### config.mk
export PLATFORM = sky130hd
export DESIGN_NAME = dvp_capture
export DESIGN_NICKNAME = d
export VERILOG_FILES = /design/src/rtl/dvp_capture.sv
export SDC_FILE = /design/constraint.sdc
export NUM_CORES = 1
export LEC_CHECK = 0
export CAP_MARGIN = 0
export CORE_MARGIN = 3
export CORE_UTILIZATION = 25
export DETAILED_ROUTE_END_ITERATION = 12
export PLACE_DENSITY = 0.44
export SLEW_MARGIN = 20
export SYNTH_ARGS = -nofsm -noshare
export SYNTH_HDL_FRONTEND = slang
export SYNTH_SLANG_ARGS = --single-unit
### constraint.sdc
create_clock -name PCLK -period 5.6 [get_ports PCLK]
set_clock_uncertainty 0.15 [all_clocks]
set_input_delay 1.12 -clock PCLK [delete_from_list [all_inputs] [get_ports PCLK]]
set_output_delay 1.12 -clock PCLK [all_outputs]
set_load 0.03 [all_outputs]
### src/rtl/dvp_capture.sv
// DVP camera capture: sync detection, byte-to-pixel packing and a FWFT pixel FIFO.
// Define DVP_CAPTURE_CROP_EN to add the CROP_* window ports and in-window filtering.
module dvp_capture #(
    parameter int DATA_W     = 8,
    parameter int BPP        = 2,
    parameter int FIFO_DEPTH = 16,
    parameter int CNT_W      = 11,
    parameter bit VSYNC_POL  = 1'b1
) (
    input  logic                  PCLK,
    input  logic                  RESET_N,
    input  logic [DATA_W-1:0]     DATA_IN,
    input  logic                  HREF,
    input  logic                  VSYNC,
    input  logic                  ENABLE,
    output logic [BPP*DATA_W-1:0] PIX_DATA,
    output logic                  PIX_SOF,
    output logic                  PIX_EOL,
    output logic                  PIX_VALID,
    input  logic                  PIX_READY,
    output logic                  OVERFLOW,
    input  logic                  OVF_CLR,
    output logic [15:0]           FRAME_CNT,
    output logic [CNT_W-1:0]      LINE_CNT
`ifdef DVP_CAPTURE_CROP_EN
    ,
    input  logic [CNT_W-1:0]      CROP_X0,
    input  logic [CNT_W-1:0]      CROP_Y0,
    input  logic [CNT_W-1:0]      CROP_W,
    input  logic [CNT_W-1:0]      CROP_H
`endif
);

    localparam int PIX_W = BPP * DATA_W;
    localparam int PH_W  = (BPP > 1) ? $clog2(BPP) : 1;
    localparam int AW    = $clog2(FIFO_DEPTH);
    localparam int CW    = AW + 1;
    localparam logic [CW-1:0] FULL_CNT = CW'(FIFO_DEPTH);

    typedef enum logic [1:0] {IDLE, WAIT_FRAME, ACTIVE} state_t;

    typedef struct packed {
        logic             sof;
        logic             eol;
        logic [PIX_W-1:0] data;
    } pix_t;

    function automatic logic [CNT_W-1:0] sat_inc(input logic [CNT_W-1:0] v);
        return (v == '1) ? v : v + 1'b1;
    endfunction

    logic [DATA_W-1:0] data_q;
    logic              href_q, href_d, vsync_q, vsync_d;
    logic              href_rise, href_fall, fs, frame_start;
    state_t            state;
    logic [PH_W-1:0]   phase, phase_cur;
    logic [CNT_W-1:0]  x_cnt, x_cur, y_cnt, line_acc;
    logic              line_ok, capturing, pix_done, in_win;
    logic [PIX_W-1:0]  pix_next;
    pix_t              stage, push, head;
    logic              stage_valid, sof_pending, push_valid;

    // NOTE: sequential state always uses <=, so every register sees pre-edge values.
    always_ff @(posedge PCLK or negedge RESET_N) begin
        if (!RESET_N) begin
            data_q  <= '0;
            href_q  <= 1'b0;
            href_d  <= 1'b0;
            vsync_q <= VSYNC_POL;
            vsync_d <= VSYNC_POL;
        end else begin
            data_q  <= DATA_IN;
            href_q  <= HREF;
            href_d  <= href_q;
            vsync_q <= VSYNC;
            vsync_d <= vsync_q;
        end
    end

    assign href_rise   = href_q & ~href_d;
    assign href_fall   = ~href_q & href_d;
    assign fs          = (vsync_q == VSYNC_POL) && (vsync_d != VSYNC_POL);
    assign frame_start = fs && ((state == WAIT_FRAME && ENABLE) || state == ACTIVE);

    // NOTE: every always_comb output gets a value on every path, so no latch can form.
    always_comb begin
        phase_cur = href_rise ? '0 : phase;
        x_cur     = href_rise ? '0 : x_cnt;
        capturing = (state == ACTIVE) && !fs && href_q && (line_ok || href_rise);
        pix_done  = capturing && (phase_cur == PH_W'(BPP - 1));
    end

    if (BPP == 1) begin : g_pack1
        assign pix_next = data_q;
    end else begin : g_packn
        logic [(BPP-1)*DATA_W-1:0] acc;
        always_ff @(posedge PCLK or negedge RESET_N) begin
            if (!RESET_N)       acc <= '0;
            else if (capturing) acc <= pix_next[(BPP-1)*DATA_W-1:0];
        end
        assign pix_next = {acc, data_q};
    end

`ifdef DVP_CAPTURE_CROP_EN
    logic [CNT_W-1:0] x0_r, y0_r, w_r, h_r;
    logic [CNT_W:0]   x_end, y_end;
    always_ff @(posedge PCLK or negedge RESET_N) begin
        if (!RESET_N) begin
            x0_r <= '0;
            y0_r <= '0;
            w_r  <= '0;
            h_r  <= '0;
        end else if (frame_start) begin
            x0_r <= CROP_X0;
            y0_r <= CROP_Y0;
            w_r  <= CROP_W;
            h_r  <= CROP_H;
        end
    end
    assign x_end  = {1'b0, x0_r} + {1'b0, w_r};
    assign y_end  = {1'b0, y0_r} + {1'b0, h_r};
    assign in_win = (x_cur >= x0_r) && ({1'b0, x_cur} < x_end) &&
                    (y_cnt >= y0_r) && ({1'b0, y_cnt} < y_end);
`else
    assign in_win = 1'b1;
`endif

    always_ff @(posedge PCLK or negedge RESET_N) begin
        if (!RESET_N) begin
            state       <= IDLE;
            phase       <= '0;
            x_cnt       <= '0;
            y_cnt       <= '0;
            line_ok     <= 1'b0;
            line_acc    <= '0;
            stage       <= '0;
            stage_valid <= 1'b0;
            sof_pending <= 1'b0;
            push        <= '0;
            push_valid  <= 1'b0;
            FRAME_CNT   <= '0;
            LINE_CNT    <= '0;
        end else begin
            push_valid <= 1'b0;
            case (state)
                IDLE:       if (ENABLE) state <= WAIT_FRAME;
                WAIT_FRAME: if (!ENABLE) state <= IDLE; else if (fs) state <= ACTIVE;
                ACTIVE:     if (fs && !ENABLE) state <= IDLE;
                default:    state <= IDLE;
            endcase

            if (frame_start) begin
                // A line still open at FS is aborted along with its staged pixel.
                stage_valid <= 1'b0;
                phase       <= '0;
                x_cnt       <= '0;
                y_cnt       <= '0;
                line_ok     <= 1'b0;
                line_acc    <= '0;
                sof_pending <= 1'b1;
                if (state == ACTIVE) begin
                    LINE_CNT  <= line_acc;
                    FRAME_CNT <= FRAME_CNT + 16'd1;
                end
            end else if (state == ACTIVE) begin
                if (href_rise) begin
                    line_ok  <= 1'b1;
                    line_acc <= sat_inc(line_acc);
                end
                if (capturing) phase <= pix_done ? '0 : phase_cur + 1'b1;
                if (pix_done) begin
                    x_cnt <= sat_inc(x_cur);
                    if (in_win) begin
                        if (stage_valid) begin
                            push       <= stage;
                            push_valid <= 1'b1;
                        end
                        stage       <= '{sof: sof_pending, eol: 1'b0, data: pix_next};
                        stage_valid <= 1'b1;
                        sof_pending <= 1'b0;
                    end
                end else if (href_rise) begin
                    x_cnt <= '0;
                end
                if (href_fall) begin
                    if (stage_valid) begin
                        push       <= '{sof: stage.sof, eol: 1'b1, data: stage.data};
                        push_valid <= 1'b1;
                    end
                    stage_valid <= 1'b0;
                    line_ok     <= 1'b0;
                    if (line_ok) y_cnt <= sat_inc(y_cnt);
                end
            end
        end
    end

    pix_t          mem [FIFO_DEPTH];
    logic [AW-1:0] wr_ptr, rd_ptr;
    logic [CW-1:0] count;
    logic          full, pop, wr_ok, ovf_set, drop_frame;

    assign full      = (count == FULL_CNT);
    assign PIX_VALID = (count != '0);
    assign pop       = PIX_VALID && PIX_READY;
    assign wr_ok     = push_valid && !drop_frame && (!full || pop);
    assign ovf_set   = push_valid && !drop_frame && full && !pop;
    assign head      = mem[rd_ptr];
    assign PIX_DATA  = PIX_VALID ? head.data : '0;
    assign PIX_SOF   = PIX_VALID && head.sof;
    assign PIX_EOL   = PIX_VALID && head.eol;

    // NOTE: storage is not reset; outputs are gated by count, so stale entries never show.
    always_ff @(posedge PCLK) begin
        if (wr_ok) mem[wr_ptr] <= push;
    end

    always_ff @(posedge PCLK or negedge RESET_N) begin
        if (!RESET_N) begin
            wr_ptr     <= '0;
            rd_ptr     <= '0;
            count      <= '0;
            drop_frame <= 1'b0;
            OVERFLOW   <= 1'b0;
        end else begin
            if (wr_ok) wr_ptr <= wr_ptr + 1'b1;
            if (pop)   rd_ptr <= rd_ptr + 1'b1;
            case ({wr_ok, pop})
                2'b10:   count <= count + 1'b1;
                2'b01:   count <= count - 1'b1;
                default: count <= count;
            endcase
            if (frame_start)  drop_frame <= 1'b0;
            else if (ovf_set) drop_frame <= 1'b1;
            if (OVF_CLR)      OVERFLOW <= 1'b0;
            else if (ovf_set) OVERFLOW <= 1'b1;
        end
    end

endmodule

==> results_dict.tcl <==
set metrics [dict create \
    drtIter0Drc 493 \
    synthCells 861 \
    path_clk_slew_ps 50 \
    critPathCaptureType "output port" \
    drtPass1Iterations 4 \
    synthesis.nets 889 \
    port_buffers 61 \
    setup_viol 0 \
    cpMaxStageDelayCell "dfrtp_4" \
    hold_viol_final 0 \
    fmax_mhz 209 \
    viasPerCell 4.30 \
    path_buf_inv 2 \
    ios 62 \
    grt_use_total_pct 11.1 \
    overflow 0 \
    synth_edf_count 288 \
    ant_nets 0 \
    worst_pin_slew_ps 1040 \
    clock_path_buffers 3 \
    setup_ws_ps 824 \
    cts_resized 0 \
    place.gp.congestion 0.693 \
    slew-limit-headroom_pct 30.6 \
    grt_max_degree 67 \
    worstPathArrival_ps 3510 \
    cts.htree.levels 2 \
    antenna_found_initial 2 \
    dpl.hpwl_microns 21100 \
    clk_latency_ps 560 \
    final_common_cell "edfxtp_1" \
    grt_pass1_vias 8444 \
    ys_types 61 \
    hold_buffers 0 \
    outcome "finished clean" \
    finalCritPeriodShare_pct 85.3 \
    cts_tree "yes" \
    p_leak_nw 6.57 \
    dp_slack_ps 1330 \
    async_flop_share_pct 28.5 \
    cp.required_ps 4330 \
    hp-start "vsync_q" \
    grt_first_pass_wirelength_microns 55300 \
    critPathMaxFanout 25 \
    min_period_ps 4780 \
    path_cells "buf_4, mux4_2, mux2_2, a221o_1, clkdlybuf4s50_1" \
    critPathMaxStageDelay_ps 770 \
    setup_tns_ps 0 \
    cts_setup_buffers 0 \
    diodes 0 \
    dieArea_sq_um 66500 \
    ys_warn_count 0 \
    rsz0062_at_grt "no" \
    cts_buffers 46 \
    p_per_area_nw_per_um2 460 \
    max_cap_violations 0 \
    coreArea_sq_um 62300 \
    synth_seq_cells 403 \
    start_util_pct 25.5 \
    wl_microns 36400 \
    area_delta_synth_final_pct 19.7 \
    drive_gt1_share_pct 24.1 \
    vias 7850 \
    die_height_microns 258 \
    std_cell_rows 91 \
    synth_ff_type "edfxtp_1" \
    startpoint "rd_ptr[0]" \
    nNetsFinal 981 \
    drc 0 \
    critPathLaunchType "flip-flop" \
    clkSinkCount 403 \
    clock-root-buffer "clkbuf_16" \
    die_x_microns 258 \
    avgSynthCellArea_sq_um 18.4 \
    r2r-start "count[1]" \
    yosysSeqAreaShare_pct 72.7 \
    final_max_slew_viol_count 0 \
    crit_type "reg -> out" \
    final_cell_mix "edfxtp_1 (288), dfrtp_1 (110), mux4_2 (72)" \
    ir_drop_mv 0.239 \
    hold_path.class "reg -> reg" \
    synth_area_sq_um 15900 \
    wl_per_cell_microns 19.9 \
    crit_family "buffers and inverters" \
]
==> final cells by class <==
type,instances,area [sq um]
clock inverter,22,178
timing repair buffer,78,764
multi-input combinational,409,4190
inverter,15,56.3
tap,837,1050
clock buffer,63,1210
fill,6136,43300
sequential,403,11500
==> Yosys cell counts, types with 2 or more instances <==
cell / n / area, sq um
nand3_1: 17 / 85.1
xor2_1: 8 / 70.1
inv_1: 15 / 56.3
xnor2_1: 18 / 158
nor2b_1: 18 / 113
buf_6: 5 / 56.3
nor4_1: 2 / 12.5
o21ai_0: 16 / 80.1
and2b_1: 2 / 15.0
nand2_1: 55 / 206
dfrtp_1: 113 / 2830
or3_1: 5 / 31.3
buf_4: 2 / 15.0
o31ai_1: 3 / 22.5
ha_1: 13 / 163
nand2b_1: 4 / 25.0
a21oi_1: 10 / 50.1
and3_1: 5 / 31.3
and2_1: 2 / 12.5
clkbuf_1: 14 / 52.6
or4_1: 3 / 22.5
a31oi_1: 2 / 12.5
edfxtp_1: 288 / 8650
nor3_1: 14 / 70.1
nand4_1: 6 / 37.5
mux2_2: 62 / 698
buf_2: 12 / 60.1
nor2_1: 24 / 90.1
a221o_1: 18 / 180
mux4_2: 72 / 1620
nand3b_1: 2 / 15.0
dfstp_2: 2 / 52.6
==> metrics by stage <==
step | utilization [%] | std cells | hold slack (ps) | instance area (sq um) | power (mW)
6_report | 30.5 | 1827 | 221 | 19000 | 8.73
5_1_grt | 30.5 | 1827 | 229 | 19000 | 9.17
4_1_cts | 30.5 | 1827 | 222 | 19000 | 8.91
3_5_place_dp | 28.2 | 1742 | 214 | 17600 | 6.07
3_3_place_gp | 28.2 | 1742 | 211 | 17600 | 6.05
2_1_floorplan | - | 861 | 208 | 15900 | 5.22
==> path summary, 6_finish.rpt <==
| check | end | cells past startpoint | slack [ps] |
|---|---|---|---|
| setup / recovery | PIX_DATA[0] | 5 | 820 |
| hold / removal | vsync_d | 0 | 220 |
| setup reg to reg | count[4] | 12 | 2080 |
| hold reg to reg | vsync_d | 0 | 220 |
| max in group asynchronous | stage[13] | 2 | 3780 |
| min in group asynchronous | LINE_CNT[10] | 1 | 420 |
==> where the power goes <==
| part | switching, mW | internal (mW) | leakage, nW |
|---|---|---|---|
| clock network | 1.18 | 1.61 | 0.671 |
| logic | 1.14 | 1.07 | 1.80 |
| registers | 0.332 | 3.39 | 4.10 |
==> kinds of logic after synthesis <==
family | count (synthesis) | share of synthesized area, %
flops | 403 | 72.7
simple gates | 172 | 5.63
mux | 134 | 14.6
compound gates | 64 | 3.08
buf+inv | 49 | 1.54
xor+xnor | 26 | 1.44
fa+ha+maj | 13 | 1.03
==> per-layer routing <==
metal / part of all wire, % / track usage, % / vias up
met2: 47 / 17.9 / 139
met1: 46 / 15.1 / 4075
met5: 0.093 / 0 / -
li1: - / - / 3580
met4: 2.0 / 3.19 / 4
met3: 5.1 / 2.37 / 52
==> registers in the layout (all words and copies together) (netlist names), 2 cells and up, named ones only <==
signal,count
rd_ptr,4
state,2
data_q,8
LINE_CNT,11
count,5
FRAME_CNT,16
wr_ptr,4
stage,17
mem,288
line_acc,11
g_packn.acc,8
No activity file was read; power rests on OpenSTA's default activity.
